--- src/rtl/cpu_types_pkg.sv ---
// Shared types for the MIPS pipeline: machine word, next-PC select and fetch FSM states.
package cpu_types_pkg;

  typedef logic [31:0] word_t;

  typedef enum logic [1:0] {
    PC_NEXT = 2'b00,
    PC_BR   = 2'b01,
    PC_J    = 2'b10,
    PC_JR   = 2'b11
  } pcsrc_t;

  typedef enum logic [1:0] {
    REQ  = 2'b00,
    HOLD = 2'b01,
    HALT = 2'b10
  } fetch_state_t;

  localparam word_t PC_STEP = 32'd4;

  // Instruction fetches are always word aligned, whatever the target source supplied.
  function automatic word_t align_word(input word_t addr);
    return {addr[31:2], 2'b00};
  endfunction

endpackage

--- src/rtl/fetch_latch.sv ---
// IF/ID pipeline register: flush wins over load, otherwise the held instruction stays put.
module fetch_latch
  import cpu_types_pkg::*;
(
  input  logic  CLK,
  input  logic  nRST,
  input  logic  en,
  input  logic  flush,
  input  word_t instr_d,
  input  word_t npc_d,
  output word_t if_instr,
  output word_t if_npc,
  output logic  if_valid
);

  always_ff @(posedge CLK or negedge nRST) begin
    if (!nRST) begin
      if_instr <= '0;
      if_npc   <= '0;
      if_valid <= 1'b0;
    end else if (flush) begin
      if_instr <= '0;
      if_npc   <= '0;
      if_valid <= 1'b0;
    end else if (en) begin
      if_instr <= instr_d;
      if_npc   <= npc_d;
      if_valid <= 1'b1;
    end
  end

endmodule

--- src/rtl/fetch_stage.sv ---
// Instruction-fetch stage: PC, next-PC select, icache request FSM with a one-word hold buffer.
// Define FETCH_PERF_EN to add the fetch_count/stall_count performance counters.
module fetch_stage
  import cpu_types_pkg::*;
#(
  parameter word_t PC_INIT = 32'h0000_0000
) (
  input  logic        CLK,
  input  logic        nRST,
  input  logic        ihit,
  input  word_t       imemload,
  input  logic        PCWE,
  input  logic        fetch_EN,
  input  logic        fetch_NOP,
  input  logic [1:0]  PCSrc,
  input  word_t       branch_addr,
  input  word_t       jump_addr,
  input  word_t       jr_addr,
  input  logic        halt,
`ifdef FETCH_PERF_EN
  output word_t       fetch_count,
  output word_t       stall_count,
`endif
  output logic        iREN,
  output word_t       imemaddr,
  output word_t       if_instr,
  output word_t       if_npc,
  output logic        if_valid
);

  fetch_state_t state;
  pcsrc_t       pc_src;
  word_t        pc;
  word_t        pc_plus4;
  word_t        pc_target;
  word_t        buf_instr;
  word_t        buf_npc;
  word_t        latch_instr;
  word_t        latch_npc;
  logic         redirect;
  logic         halting;
  logic         take_ihit;
  logic         take_buf;
  logic         latch_en;
  logic         latch_flush;

  assign pc_src   = pcsrc_t'(PCSrc);
  assign pc_plus4 = pc + PC_STEP;

  always_comb begin
    pc_target = pc_plus4;
    unique case (pc_src)
      PC_NEXT: pc_target = pc_plus4;
      PC_BR:   pc_target = branch_addr;
      PC_J:    pc_target = jump_addr;
      PC_JR:   pc_target = jr_addr;
    endcase
  end

  // A redirect invalidates whatever word is in flight or buffered; halt outranks everything.
  assign redirect    = PCWE && (pc_src != PC_NEXT);
  assign halting     = halt || (state == HALT);
  assign take_ihit   = (state == REQ) && ihit && !redirect && !halting;
  assign take_buf    = (state == HOLD) && fetch_EN && !redirect && !halting;
  assign latch_en    = (take_ihit && fetch_EN) || take_buf;
  assign latch_flush = fetch_NOP || halting;
  assign latch_instr = (state == HOLD) ? buf_instr : imemload;
  assign latch_npc   = (state == HOLD) ? buf_npc : pc_plus4;

  assign iREN     = nRST && (state == REQ);
  assign imemaddr = pc;

  always_ff @(posedge CLK or negedge nRST) begin
    if (!nRST) begin
      state     <= REQ;
      pc        <= PC_INIT;
      buf_instr <= '0;
      buf_npc   <= '0;
    end else if (halting) begin
      state <= HALT;
    end else begin
      if (PCWE)
        pc <= align_word(pc_target);
      case (state)
        REQ: begin
          if (take_ihit && !fetch_EN) begin
            buf_instr <= imemload;
            buf_npc   <= pc_plus4;
            state     <= HOLD;
          end
        end
        HOLD: begin
          if (redirect || fetch_EN)
            state <= REQ;
        end
        default: state <= REQ;
      endcase
    end
  end

  fetch_latch u_latch (
    .CLK      (CLK),
    .nRST     (nRST),
    .en       (latch_en),
    .flush    (latch_flush),
    .instr_d  (latch_instr),
    .npc_d    (latch_npc),
    .if_instr (if_instr),
    .if_npc   (if_npc),
    .if_valid (if_valid)
  );

`ifdef FETCH_PERF_EN
  always_ff @(posedge CLK or negedge nRST) begin
    if (!nRST) begin
      fetch_count <= '0;
      stall_count <= '0;
    end else begin
      if (latch_en && !latch_flush)
        fetch_count <= fetch_count + 32'd1;
      if (((state == REQ) && !ihit) || (state == HOLD))
        stall_count <= stall_count + 32'd1;
    end
  end
`endif

endmodule

--- config.mk ---
export PLATFORM = sky130hd
export DESIGN_NAME = fetch_stage
export DESIGN_NICKNAME = d
export VERILOG_FILES = /design/src/rtl/cpu_types_pkg.sv /design/src/rtl/fetch_latch.sv /design/src/rtl/fetch_stage.sv
export SDC_FILE = /design/constraint.sdc
export NUM_CORES = 1
export LEC_CHECK = 0
export ABC_AREA = 1
export CAP_MARGIN = 20
export CORE_ASPECT_RATIO = 1.1
export CORE_MARGIN = 2
export CORE_UTILIZATION = 50
export CTS_CLUSTER_SIZE = 8
export DETAILED_ROUTE_END_ITERATION = 6
export GPL_ROUTABILITY_DRIVEN = 0
export PLACE_DENSITY = 0.8
export SLEW_MARGIN = 5
export SYNTH_ARGS = -nofsm -noshare
export SYNTH_HDL_FRONTEND = slang
export SYNTH_SLANG_ARGS = --single-unit
--- constraint.sdc ---
create_clock -name CLK -period 4.18 [get_ports CLK]
set_clock_uncertainty 0.1 [all_clocks]
set_input_delay 0.627 -clock CLK [delete_from_list [all_inputs] [get_ports CLK]]
set_output_delay 0.627 -clock CLK [all_outputs]
set_load 0.01 [all_outputs]
Word level (Yosys, flattened, before mapping) --
Cells that the tools add are included.
Operators by class: add/sub/neg operators 1, equality and inequality tests 7, mux-type cells 13, bitwise logic cells 1, reduce and logical (&&, ||, !) cells 24
Operators by type and width (number):
- two-way mux 32 bit | 6
- one-hot mux 32 bit (4 select lines) | 1
- adder 32 x 3 -> 32 bit (second input constant) | 1
- logical AND 1 bit | 10
- == test 2 bit (second input constant) | 3
- two-way mux 2 bit | 3
- inequality test 3 x 2 -> 1 bit (second input constant) | 2
- == test 2 x 1 -> 1 bit (second input constant) | 2
- zero test 2 bit | 2
- logical OR 1 bit | 4
- one-hot mux 2 bit (2 select lines) | 1
- AND reduction 2 bit | 2
- nonzero test 2 bit | 2
- zero test 1 bit | 3
- AND reduction 3 bit | 1
- two-way mux 1 bit | 2
- NOT 1 bit | 1
Word-level totals: register bits after elaboration 161, bits of input ports 137, logic and storage cells 53

Depth between registers and ports, before layout --
depth after elaboration 9, mapped depth 10

By module --
From an unflattened synthesis, not the netlist that was laid out.
Unflattened totals: cell total of the unflattened synthesis 1218, area total of the unflattened synthesis 8762.2 sq um
By module, submodules not included:
- fetch_stage | times used 1, cells an instance 938, area each 6147.1 sq um, sequential area each 2352.3 sq um
- fetch_latch | times used 1, cells an instance 280, area each 2615.0 sq um, sequential area each 1626.6 sq um

Least setup slack after synthesis --
No wires, ideal clock.
kind flip-flop to flip-flop, start point register pc[2] (netlist: imemaddr[2]), end point register u_latch.if_npc[26], setup time 0.116 ns, arrival 1.532 ns, data required time 3.964 ns, path slack 2.432 ns, stages on the path, launching flop included 11, buffers on the path 0, clock period less this slack 1.748 ns, cells stage by stage dfrtp_1 > ha_1 > nand2_1 > nor2_2 > nand2_2 > nor2_1 > nand2_1 > nand2_1 > nand3_1 > nand2_1 > nand2_1
On the way: longest elaborated chain between the ends 4
Ends and longest elaborated chain:
- from (decl) | line fetch_stage.sv:33 | word_t pc;
- from (signal assigned) | line fetch_stage.sv:83 | pc <= align_word(pc_target);
- adder 32 x 3 -> 32 bit | line fetch_stage.sv:48 | assign pc_plus4 = pc + PC_STEP;
- two-way mux 32 bit | line fetch_stage.sv:68 | assign latch_npc = (state == HOLD) ? buf_npc : pc_plus4;
- two-way mux 32 bit | line fetch_latch.sv:25 | end else if (en) begin
- two-way mux 32 bit | line fetch_latch.sv:21 | end else if (flush) begin
- to (signal assigned) | line fetch_latch.sv:27 | if_npc <= npc_d;
- to (decl) | line fetch_latch.sv:12 | output word_t if_npc,
No other way between the ends. The select of a mux whose other input is x is not followed. A chain may end at the register's enable or synchronous reset.

Worst setup path after layout --
start point input nRST, end point output iREN
On the way: longest elaborated chain between the ends 1
Ends and longest elaborated chain:
- from (decl) | line fetch_stage.sv:9 | input logic nRST,
- logical AND 1 bit | line fetch_stage.sv:70 | assign iREN = nRST && (state == REQ);
- to (decl) | line fetch_stage.sv:24 | output logic iREN,
No other way between the ends.

==> summary.md <==
| Metric | Value |
|---|---|
| Outcome | `finished clean` |
| Chip Width | `around 130 um` |
| Crit path max fanout | `37` |
| All-Layer GR Usage | `26.7%` |
| Clock buffer depth | `2` |
| Post-DP Area | `0.0107 mm^2` |
| Synth unique cells | `37` |
| Register area share after synthesis | `about 47%` |
| CTS tree | `built` |
| Final Hold Fails | `0` |
| Initial Util | `51.3%` |
| Fillers | `1401` |
| Area Overhead vs Synth | `34.5%` |
| Number of synthesized register bits | `157` |
| CTS HTree Levels | `4` |
| First-pass DRT Iterations | `6` |
| Hold path startpoint | `u_latch.if_instr[23]` |
| Syn. warnings | `0` |
| Num CTS Buffers | `17` |
| Reg-to-Reg End | `u_latch.if_instr[27]` |
| Crit path time final | `3030 ps` |
| RSZ-0062 raised after global routing | `no` |
| Nets@finish | `1544` |
| Sum Neg Setup Slack | `0 ps` |
| Register-to-register setup slack | `approximately 2000 ps` |
| Post-Synthesis Cells | `~1200` |
| Fin worst setup slack | `1150 ps` |
| Vias | `8336` |
| Die footprint | `0.0179 mm^2` |
| DPL Wire Length | `16600 um` |
| Fin. max-slew vios | `0` |
| Routed WL | `23200 um` |
| Hold EP | `u_latch.if_instr[23]` |
| Synth Area per Inst | `roughly 7 um^2` |
| I/O pins | `235` |
| Fmax | `roughly 0.33 GHz` |
| Max Cap Viol | `0` |
| Vias in the first global route | `8005` |
| Post-layout util | `68.9%` |
| FF-to-FF Start | `state[0]` |
| Clk slew on worst S/H paths | `60 ps` |
| Routed len/inst | `14.3 um` |
| Worst EP arrival | `approximately 2300 ps` |
| Die Height | `140 um` |
| CTS root buf | `clkbuf_16` |
| Sequential standard cell area | `between 0.003 and 0.004 mm^2` |
| Residual DRC | `0` |
| Post-CTS Resized | `0` |
| Ys flop type | `dfrtp_1` |
| First-pass GRT wire length | `around 38000 um` |
| P per Cell Area | `286 mW/mm^2` |
| Layout cells sized above 1 | `4.16%` |
| Total Power | `3.24 mW` |
| Hold depth | `2` |
| Crit end category | `output pin` |
| Clock latency on the worst-skew pair | `430 ps` |
| Total gr overflow | `0` |
| Number of DRC markers in iteration 0 | `580` |
| Fin area | `0.0113 mm^2` |
| Final Setup Violations | `0` |
| Slew @ Worst Pin | `between 900 and 1000 ps` |
| FFs w/ async S/R, synth | `100%` |
| Pleak | `5.69 nW` |
| Min-delay worst type | `flop to flop` |
| Post-synth EDFFs | `0` |
| Final worst-path cycle share | `72.6%` |
| Num Clock Sinks | `157` |
| CP Class | `primary input to output pin` |
| DRT antenna net count | `0` |
| Pre-CTS WS | `around 1200 ps` |
| Port bufs | `approximately 220` |
| Max VDD drop | `between 300 and 400 uV` |
| Core ar. | `0.0164 mm^2` |
| Initial antenna violation count | `0` |
| Largest net degree at the start of global routing | `84` |
| Synth Cell Area | `~0.0084 mm^2` |
| Crit path required time | `approximately 3500 ps` |
| Multi-input logic area | `~0.0039 mm^2` |
| R2R depth | `6` |
| Number of inserted diodes | `0` |
| Vias per cell | `5.14` |
| Relative slew slack | `37.3%` |
| CP startpoint kind | `primary input` |
| Std cell rows | `49` |
-- Yosys cell counts (all sizes together), types with 2 or more instances --
library cell    n  area share, %
a22oi           2           0.18
dfrtp         157             47
clkbuf         18           0.82
nand3          77            4.7
o21a            2           0.18
o21ai         114            6.8
nand3b          2           0.18
nand2         540             24
xnor2           2           0.21
a21oi           3           0.31
xor2            5           0.52
nor2          119            5.8
a31oi          15            1.1
inv            93            4.1
nand4           7           0.52
and2            3           0.22
buf            41            2.7
-- sequential cells by signal, indices dropped and copies added (netlist names) --
signal            cells
buf_instr            32
u_latch.if_npc       30
u_latch.if_valid      1
imemaddr             30
state                 2
u_latch.if_instr     32
buf_npc              30
-- worst max path at each step --
stage,from,to
detailed placement,PCSrc[1],imemaddr[16]
global placement,PCSrc[1],imemaddr[16]
floorplan,imemaddr[2],u_latch.if_npc[26]
global route,nRST,iREN
finish,nRST,iREN
CTS,nRST,iREN
-- critical path: stages --
cell and delay, ps:
dlygate4sd3_1 540, buf_6 310, nor3b_1 230, clkdlybuf4s50_1 590
-- power breakdown --
| group | leakage [nW] | switching, mW | internal, mW | total, mW |
|---|---|---|---|---|
| Clock | 0.253 | 0.615 | 0.852 | 1.47 |
| Sequential | 2.05 | 0 | 1.52 | 1.52 |
| Combinational | 3.38 | 0.110 | 0.138 | 0.248 |
| Total | 5.69 | 0.725 | 2.51 | 3.24 |
-- kinds of logic (layout without fill, tap and decap cells) --
kind of cell	count (synthesis)	in the layout	synth area share, %
buffers and inverters	153	361	7.72
other	1	4	0.0445
XOR/XNOR	7	7	0.728
adder cells (fa/ha/maj)	1	1	0.149
AND/OR/NAND/NOR	749	749	35.6
flip-flops	157	157	46.6
AO/OA/AOI/OAI	140	140	9.11
-- placed cells by master (no fill, tap or decap), types with 11 or more instances in the layout --
master	n
o21ai_0	102
nand2_1	538
dfrtp_1	157
inv_1	89
a31oi_1	15
clkdlybuf4s50_1	223
clkbuf_16	17
nor2_1	108
nand3_1	76
o21ai_1	11
-- layout make-up --
class / count / share of cell area (%)
tap: 204 / 2.25
inverter: 94 / 3.11
sequential: 157 / 34.7
timing repair buffer: 235 / 21.0
clock inverter: 8 / 0.751
clock buffer: 24 / 4.16
multi-input combinational: 901 / 34.1
-- timing repair --
| item | CTS | global route |
|---|---|---|
| buffers inserted | 0 | 0 |
| hold buffers | 1 | 0 |
| endpoints found under the hold margin | 34 | 0 |
-- metal layers --
metal / GRT usage, % / wire length [um] / vias up
met1: 33.6 / 9890 / 3786
li1: - / - / 4168
met5: 0 / 0 / -
met4: 11.0 / 585 / 0
met3: 6.04 / 1640 / 41
met2: 44.4 / 11100 / 341
-- metrics by stage --
stage,hold slack [ps],cells
2_1_floorplan,231,1211
3_3_place_gp,352,1588
3_5_place_dp,357,1588
4_1_cts,372,1621
5_1_grt,389,1623
6_report,367,1623
Note: power is estimated with default switching activity, not from simulation.
